### config.mk
export PLATFORM = sky130hd
export DESIGN_NAME = imem_loader
export DESIGN_NICKNAME = d
export VERILOG_FILES = /design/src/rtl/y86_pkg.sv /design/src/rtl/loader_timeout_ctr.sv /design/src/rtl/imem_loader.sv
export SDC_FILE = /design/constraint.sdc
export NUM_CORES = 1
export LEC_CHECK = 0
export BUFFER_PORTS_ARGS = -buffer_cell sky130_fd_sc_hd__buf_2
export CORE_MARGIN = 3
export CORE_UTILIZATION = 40
export DETAILED_ROUTE_END_ITERATION = 12
export SLEW_MARGIN = 20
export SYNTH_ARGS = -nofsm -noshare
export SYNTH_HDL_FRONTEND = slang
export SYNTH_SLANG_ARGS = --single-unit
### constraint.sdc
create_clock -name i_clock -period 2.75 [get_ports i_clock]
set_input_delay 0.55 -clock i_clock [delete_from_list [all_inputs] [get_ports i_clock]]
set_output_delay 0.55 -clock i_clock [all_outputs]
set_load 0.05 [all_outputs]
### src/rtl/y86_pkg.sv
// Shared definitions for the SEQ core boot path: loader state encoding,
// default memory geometry and the processor status codes.
package y86_pkg;

    localparam int ADDR_W_DEF    = 10;
    localparam int MEM_BYTES_DEF = 1024;
    localparam int TIMEOUT_DEF   = 255;

    typedef enum logic [1:0] {
        IDLE = 2'd0,
        LOAD = 2'd1,
        DONE = 2'd2,
        ERR  = 2'd3
    } ld_state_t;

    typedef enum logic [3:0] {
        AOK = 4'b1000,
        HLT = 4'b0010,
        ADR = 4'b0001,
        INS = 4'b0100
    } stat_t;

endpackage

### src/rtl/loader_timeout_ctr.sv
// Idle-cycle counter for the image loader. o_tc fires in the enabled cycle
// that would take the count to TIMEOUT, so the caller can act on that edge.
module loader_timeout_ctr #(
    parameter int TIMEOUT = 255,
    parameter int CNT_W   = $clog2(TIMEOUT + 1)
) (
    input  logic i_clock,
    input  logic i_reset,
    input  logic i_clr,
    input  logic i_en,
    output logic o_tc
);

    logic [CNT_W-1:0] r_cnt;

    assign o_tc = i_en && (r_cnt == CNT_W'(TIMEOUT - 1));

    always_ff @(posedge i_clock) begin
        if (i_reset || i_clr) begin
            r_cnt <= '0;
        end else if (i_en) begin
            r_cnt <= r_cnt + CNT_W'(1);
        end
    end

endmodule

### src/rtl/imem_loader.sv
// Boot-time instruction-memory loader: streams bytes into imem from address 0,
// holds the core until the image is complete, and reports checksum/status.
//
// state | meaning
// IDLE  | waiting for a start pulse, core held
// LOAD  | accepting image bytes, one write per accepted byte
// DONE  | image complete, core released, checksum frozen
// ERR   | bad length or stream timeout, core held, sticky
module imem_loader
    import y86_pkg::*;
#(
    parameter int ADDR_W    = ADDR_W_DEF,
    parameter int MEM_BYTES = MEM_BYTES_DEF,
    parameter int TIMEOUT   = TIMEOUT_DEF
) (
    input  logic              i_clock,
    input  logic              i_reset,
    input  logic              i_start,
    input  logic [ADDR_W:0]   i_len,
    input  logic              i_byte_valid,
    input  logic [7:0]        i_byte_data,
    output logic              o_byte_ready,
    output logic              o_wr_en,
    output logic [ADDR_W-1:0] o_wr_addr,
    output logic [7:0]        o_wr_data,
    output logic              o_core_hold,
    output logic              o_load_done,
    output logic              o_load_err,
    output logic [7:0]        o_checksum
);

    localparam int LEN_W = ADDR_W + 1;

    ld_state_t         r_state;
    ld_state_t         w_state_next;
    logic [LEN_W-1:0]  r_len;
    logic [LEN_W-1:0]  r_cnt;
    logic [7:0]        r_checksum;
    logic              r_wr_en;
    logic [ADDR_W-1:0] r_wr_addr;
    logic [7:0]        r_wr_data;
    logic              r_core_hold;
    logic              r_load_done;
    logic              r_load_err;

    logic w_len_ok;
    logic w_start_go;
    logic w_accept;
    logic w_last;
    logic w_tc;
    logic w_to_clr;
    logic w_to_en;

    assign w_len_ok   = (i_len != '0) && (i_len <= LEN_W'(MEM_BYTES));
    assign w_start_go = i_start && (r_state != LOAD) && w_len_ok;
    assign w_accept   = (r_state == LOAD) && i_byte_valid;
    assign w_last     = (r_cnt == (r_len - LEN_W'(1)));

    // An accepted byte restarts the idle window even in the terminal cycle.
    assign w_to_en  = (r_state == LOAD) && !w_accept;
    assign w_to_clr = (r_state != LOAD) || w_accept;

    loader_timeout_ctr #(
        .TIMEOUT (TIMEOUT)
    ) u_timeout (
        .i_clock (i_clock),
        .i_reset (i_reset),
        .i_clr   (w_to_clr),
        .i_en    (w_to_en),
        .o_tc    (w_tc)
    );

    always_ff @(posedge i_clock) begin
        if (i_reset) begin
            r_state <= IDLE;
        end else begin
            r_state <= w_state_next;
        end
    end

    always_comb begin
        w_state_next = r_state;
        case (r_state)
            IDLE, DONE, ERR: begin
                if (i_start) begin
                    w_state_next = w_len_ok ? LOAD : ERR;
                end
            end
            LOAD: begin
                if (w_accept && w_last) begin
                    w_state_next = DONE;
                end else if (w_tc) begin
                    w_state_next = ERR;
                end
            end
            default: w_state_next = IDLE;
        endcase
    end

    always_ff @(posedge i_clock) begin
        if (i_reset) begin
            r_len       <= '0;
            r_cnt       <= '0;
            r_checksum  <= '0;
            r_wr_en     <= 1'b0;
            r_wr_addr   <= '0;
            r_wr_data   <= '0;
            r_core_hold <= 1'b1;
            r_load_done <= 1'b0;
            r_load_err  <= 1'b0;
        end else begin
            r_wr_en <= w_accept;
            if (w_accept) begin
                r_wr_addr <= r_cnt[ADDR_W-1:0];
                r_wr_data <= i_byte_data;
            end
            if (w_start_go) begin
                r_len      <= i_len;
                r_cnt      <= '0;
                r_checksum <= '0;
            end else if (w_accept) begin
                r_cnt      <= r_cnt + LEN_W'(1);
                r_checksum <= r_checksum + i_byte_data;
            end
            // Status follows the state being entered so it changes on the same edge.
            r_core_hold <= (w_state_next != DONE);
            r_load_done <= (w_state_next == DONE);
            r_load_err  <= (w_state_next == ERR);
        end
    end

    assign o_byte_ready = (r_state == LOAD);
    assign o_wr_en      = r_wr_en;
    assign o_wr_addr    = r_wr_addr;
    assign o_wr_data    = r_wr_data;
    assign o_core_hold  = r_core_hold;
    assign o_load_done  = r_load_done;
    assign o_load_err   = r_load_err;
    assign o_checksum   = r_checksum;

endmodule
Word level (Yosys, flattened, before mapping)

Cells that the tools add are included.

Bits in registers: 62
Latch bits: 0
RAM bits: 0
Memory bits (read-only): 0
Input port bits: 23
Logic and storage cells: 44
Memories: 0

Add/sub/neg operators: 4
Multipliers: 0
Div/mod/pow operators: 0
$lt $le $gt $ge: 1
Equality and inequality tests: 9
Shift operators: 0
Mux-type cells: 5
Bitwise operators: 0
Reduce and logical (&&, ||, !) cells: 14

Operators with widths:

| kind                  | count |
|---|---|
| $add 11x1->11 const B | 1 |
| $eq 11x11->1          | 1 |
| $le 11x11->1 const B  | 1 |
| $reduce_bool 11->1    | 1 |
| $sub 11x1->11 const B | 1 |
| $add 8x1->8 const B   | 1 |
| $add 8x8->8           | 1 |
| $eq 2x2->1 const B    | 4 |
| $eq 8x8->1 const B    | 1 |
| $mux 2                | 4 |
| $logic_and 1x1->1     | 7 |
| $pmux 2 s2            | 1 |
| $reduce_or 3->1       | 1 |
| $eq 2x1->1 const B    | 1 |
| $logic_not 2->1       | 1 |
| $logic_or 1x1->1      | 2 |
| $ne 2x1->1 const B    | 1 |
| $ne 2x2->1 const B    | 1 |
| $reduce_or 2->1       | 1 |
| $logic_not 1->1       | 1 |

Depth between registers and ports, before layout

Depth in word-level cells: 9
Mapped depth: 9
Mapped depth without buffers: 9

Hierarchy

From an unflattened synthesis, not the netlist that was laid out.

Cell total of the unflattened synthesis: 364
Area, all modules: 3,007.9 µm²

By module, submodules not included:

| module             | instances | cells each | area each (µm²) | sequential area each (µm²) |
|---|---|---|---|---|
| imem_loader        | 1         | 322        | 2,638.8         | 1,081.0 |
| loader_timeout_ctr | 1         | 42         | 369.1           | 160.2 |

Worst setup path before layout

OpenSTA, ideal clock, no wires.

Path type: register to register
From: register r_checksum[0], in the netlist o_checksum[0]
To: register r_checksum[6], in the netlist o_checksum[6]
Setup time: 0.120 ns
Data arrival time: 1.992 ns
Setup slack: 0.638 ns
Cell stages (with the launch flop): 10
Path buffers: 0
Clock period less this slack: 2.112 ns
Path through: dfxtp_1 > ha_1 > inv_1 > fa_1 > nor2b_1 > o21ai_0 > a21oi_1 > o21ai_0 > mux2i_1 > a21oi_1

Word-level cells in the longest chain between the ends: 1

Ends and longest elaborated chain:

| what                     | RTL line           | text |
|---|---|---|
| start: declaration       | imem_loader.sv:38  | `logic [7:0] r_checksum;` |
| start signal: assignment | imem_loader.sv:123 | `r_checksum <= r_checksum + i_byte_data;` |
| $add 8x8->8              | imem_loader.sv:123 |  |

Every way passes these cells.
A chain may end at the register's enable or synchronous reset.

Final worst setup path

From: register r_len[0]
To: register r_state[1]

Word-level cells in the longest chain between the ends: 5

Ends and longest elaborated chain:

| what                     | RTL line           | text |
|---|---|---|
| start: declaration       | imem_loader.sv:36  | `logic [LEN_W-1:0] r_len;` |
| start signal: assignment | imem_loader.sv:118 | `r_len <= i_len;` |
| $sub 11x1->11            | imem_loader.sv:57  | `assign w_last = (r_cnt == (r_len - LEN_W'(1)));` |
| $eq 11x11->1             | imem_loader.sv:57  |  |
| $logic_and 1x1->1        | imem_loader.sv:90  | `if (w_accept && w_last) begin` |
| $mux 2                   | imem_loader.sv:90  |  |
| $pmux 2 s2               | imem_loader.sv:83  | `case (r_state)` |
| end signal: assignment   | imem_loader.sv:77  | `r_state <= w_state_next;` |
| end: declaration         | imem_loader.sv:34  | `ld_state_t r_state;` |

Every way passes these cells.

==> results.sh <==
export IMPL_clk_path_buf_depth=2
export IMPL_synth_area_leader_cell="dfxtp_1"
export IMPL_max_slew_margin_rel_pct=49.4
export IMPL_seq_area_frac_synth_pct=41.0
export IMPL_r2r_end="r_state[1]$_SDFF_PP0_"
export IMPL_crit_path_end="r_state[1]$_SDFF_PP0_"
export IMPL_finalHoldViolCount=0
export IMPL_min_period_ps=2300
export IMPL_p_leak_nw=1.43
export IMPL_hold_buffers=0
export IMPL_path_clk_slew_ps=70
export IMPL_rr_worst_depth=8
export IMPL_cts_setup_buffers=0
export IMPL_outcome="complete, no violations"
export IMPL_synth_top_cell_area_share_pct=41.0
export IMPL_portBuffers=53
export IMPL_via_per_inst=5.02
export IMPL_cts_root_buffer="clkbuf_8"
export IMPL_synthArstFlopShare_pct=0
export IMPL_drive_above_1_share_pct=19.3
export IMPL_power_per_cell_area_nw_per_um2=551
export IMPL_antenna_cells=0
export IMPL_area_growth_pct=17.3
export IMPL_critPathArrivalTime_ps=2580
export IMPL_sw_frac_of_total_pct=27.3
export IMPL_die_w_um=93.0
export IMPL_cts_num_sinks=62
export IMPL_tns_ps=0
export IMPL_rsz0062_at_grt="false"
export IMPL_synth_edf_count=0
export IMPL_cts_inserted_buffers=9
export IMPL_initial_core_util_pct=41.5
export IMPL_place_congestion=0.832
export IMPL_antenna_found_initial=0
export IMPL_finalPower_w=0.00196
export IMPL_track_usage_pct=16.1
export IMPL_yosysWarnings=0
export IMPL_yosys_top_cells_area="dfxtp_1, nand2_1, nor2_1, a21oi_1, ha_1"
export IMPL_hpwl_mm=4.78
export IMPL_num_rows=31
export IMPL_peakVddDrop_mv=0.319
export IMPL_nets=445
export IMPL_finClkSkew_ps=4.11
export IMPL_clkPwrFrac_pct=37.5
export IMPL_intPower_w=0.00142
export IMPL_syn_avg_cell_area_um2=8.35
export IMPL_h_tree_depth=3
export IMPL_fmax_mhz=435
export IMPL_cp_start_kind="flop"
export IMPL_path_class="reg -> reg"
export IMPL_synth_cells=362
export IMPL_crit_start="r_len[0]$_SDFFE_PP0P_"
export IMPL_die_h_um=93.0
export IMPL_yosys_cell_types_count=49
export IMPL_comb_power_share_pct=14.1
export IMPL_routed_wl_mm=6.50
export IMPL_dr_pass1_iters=4
export IMPL_p_switching_w=0.000533
export IMPL_grt_overflow=0
export IMPL_antenna_left=0
export IMPL_rr_startpoint="r_len[0]$_SDFFE_PP0P_"
export IMPL_regToRegSetupSlack_ps=450
export IMPL_io_pins=54
export IMPL_slew_viol_final=0
export IMPL_grt_pass1_vias=2349
export IMPL_drv_cap=0
export IMPL_drc=0
export IMPL_vias=2580
export IMPL_synth_nets=397
export IMPL_grt_pass1_wl_mm=11.1
export IMPL_hold_class="reg -> reg"
export IMPL_wire_per_inst_um=12.6
export IMPL_syn_area_um2=3020
export IMPL_core_um2=7290
export IMPL_seqPwrFrac_pct=48.5
export IMPL_die_area_um2=8640
export IMPL_cts_tree="yes"
export IMPL_crit_fanout=6
export IMPL_worstSkewPairLatency_ps=340
export IMPL_ys_flop_type="dfxtp_1"
export IMPL_synth_seq_cells=62
export IMPL_cp_required_ps=3030
export IMPL_setup_violations=0
export IMPL_fin_crit_sh_pct=83.5
export IMPL_cts_resized=0
export IMPL_worst_slew_pin_slew_ps=758
export IMPL_drt_iter0_drc=136
export IMPL_cp_end_kind="flop"
export IMPL_grt_max_degree=35
-- cell usage in the layout, fill, tap and decap left out, types with 2 or more instances in the layout --
| cell type | n |
|---|---|
| nand2_1 | 54 |
| buf_4 | 3 |
| nor4_1 | 4 |
| ha_1 | 11 |
| clkinv_2 | 2 |
| xnor2_1 | 13 |
| a21bo_2 | 2 |
| nor2_1 | 48 |
| nor2b_1 | 3 |
| mux2i_1 | 12 |
| and3_1 | 3 |
| a211oi_1 | 2 |
| nand4_1 | 7 |
| o2111ai_1 | 2 |
| o21ai_0 | 8 |
| or3_1 | 5 |
| nor3b_1 | 3 |
| clkbuf_8 | 12 |
| a21oi_1 | 33 |
| nand3b_1 | 3 |
| xor2_1 | 13 |
| buf_2 | 53 |
| nand3_1 | 10 |
| dfxtp_1 | 62 |
| nor3_1 | 6 |
| inv_1 | 14 |
-- flip-flops by register name (all words and copies together), names as in the netlist --
signal / count
o_wr_en: 1
r_state: 2
o_load_err: 1
o_wr_data: 8
o_core_hold: 1
r_len: 11
o_wr_addr: 10
o_load_done: 1
u_timeout.r_cnt: 8
r_cnt: 11
o_checksum: 8
-- power by group through the flow --
stage,Combinational (W),Sequential [W],Clock [W]
3_5_place_dp,0.000275,0.000968,0
5_1_grt,0.000304,0.000951,0.000789
4_1_cts,0.000277,0.000948,0.000760
2_1_floorplan,0.000169,0.00100,0
6_report,0.000275,0.000948,0.000732
3_3_place_gp,0.000274,0.000967,0
-- metrics by stage --
stage | instance area (um^2) | hold WS [ps] | setup slack (ps) | cells | utilization, %
floorplan | 3020 | 430 | 638 | 362 | -
global placement | 3360 | 439 | 420 | 498 | 46.1
detailed placement | 3360 | 444 | 382 | 498 | 46.1
CTS | 3550 | 444 | 448 | 514 | 48.6
global route | 3550 | 456 | 235 | 514 | 48.6
finish | 3550 | 453 | 453 | 514 | 48.6
-- cells by family (layout without fill, tap and decap cells) --
| family | count (synthesis) | after routing | share of synthesized area (%) |
|---|---|---|---|
| and+or+nand+nor | 158 | 158 | 26.0 |
| DFF | 62 | 62 | 41.0 |
| AOI/OAI and AO/OA | 59 | 59 | 12.0 |
| buffers and inverters | 33 | 86 | 4.26 |
| xor gates and xnor gates | 26 | 26 | 7.53 |
| adders and majority gates | 12 | 12 | 5.21 |
| muxes | 12 | 12 | 3.97 |
-- worst min path at each step --
stage | startpoint | to | slack, ps | cells past startpoint
final | o_wr_data[3]$_SDFFE_PP0P_ | o_wr_data[3]$_SDFFE_PP0P_ | 450 | 2
after CTS | i_byte_data[4] | o_wr_data[4]$_SDFFE_PP0P_ | 440 | 3
after detailed placement | o_wr_addr[0]$_SDFFE_PP0P_ | o_wr_addr[0]$_SDFFE_PP0P_ | 440 | 2
after global routing | i_byte_data[4] | o_wr_data[4]$_SDFFE_PP0P_ | 460 | 3
after global placement | o_wr_data[6]$_SDFFE_PP0P_ | o_wr_data[6]$_SDFFE_PP0P_ | 440 | 2
after floorplan | u_timeout.r_cnt[0]$_SDFFE_PP0P_ | u_timeout.r_cnt[0]$_SDFFE_PP0P_ | 430 | 1
-- critical path: stages (launching register included) --
cell	delay, ps
dfxtp_1	380
inv_1	90
ha_1	230
nor4b_4	370
a31o_1	200
a2111oi_0	90
a21o_1	210
nor4_4	430
o221a_1	250
-- area by class of cell --
cell class                 count  area [um^2]
fill                         757         3750
multi-input combinational    267         1650
sequential                    62         1240
timing repair buffer          56          288
clock buffer                  13          169
tap                           99          124
inverter                      14         52.6
clock inverter                 3         17.5
-- cell usage after synthesis (all sizes together), types with 3 or more instances --
cell / number
nand3b: 3
nor2b: 3
xor2: 13
or3: 5
nor3b: 3
nand3: 10
ha: 11
nor2: 48
mux2i: 12
xnor2: 13
and3: 3
nand2: 54
nor4: 6
o21ai: 8
a21oi: 33
clkbuf: 15
inv: 14
nor3: 7
nand4: 7
buf: 4
dfxtp: 62
-- layer usage --
layer / track usage, % / vias up / part of all wire [%]
met1: 21.6 / 1190 / 49
met4: 6.47 / 0 / 1.0
met3: 4.06 / 7 / 4.4
met2: 24.6 / 51 / 46
met5: 0 / - / 0
li1: - / 1332 / -
Note: power is estimated with default switching activity, not from simulation.
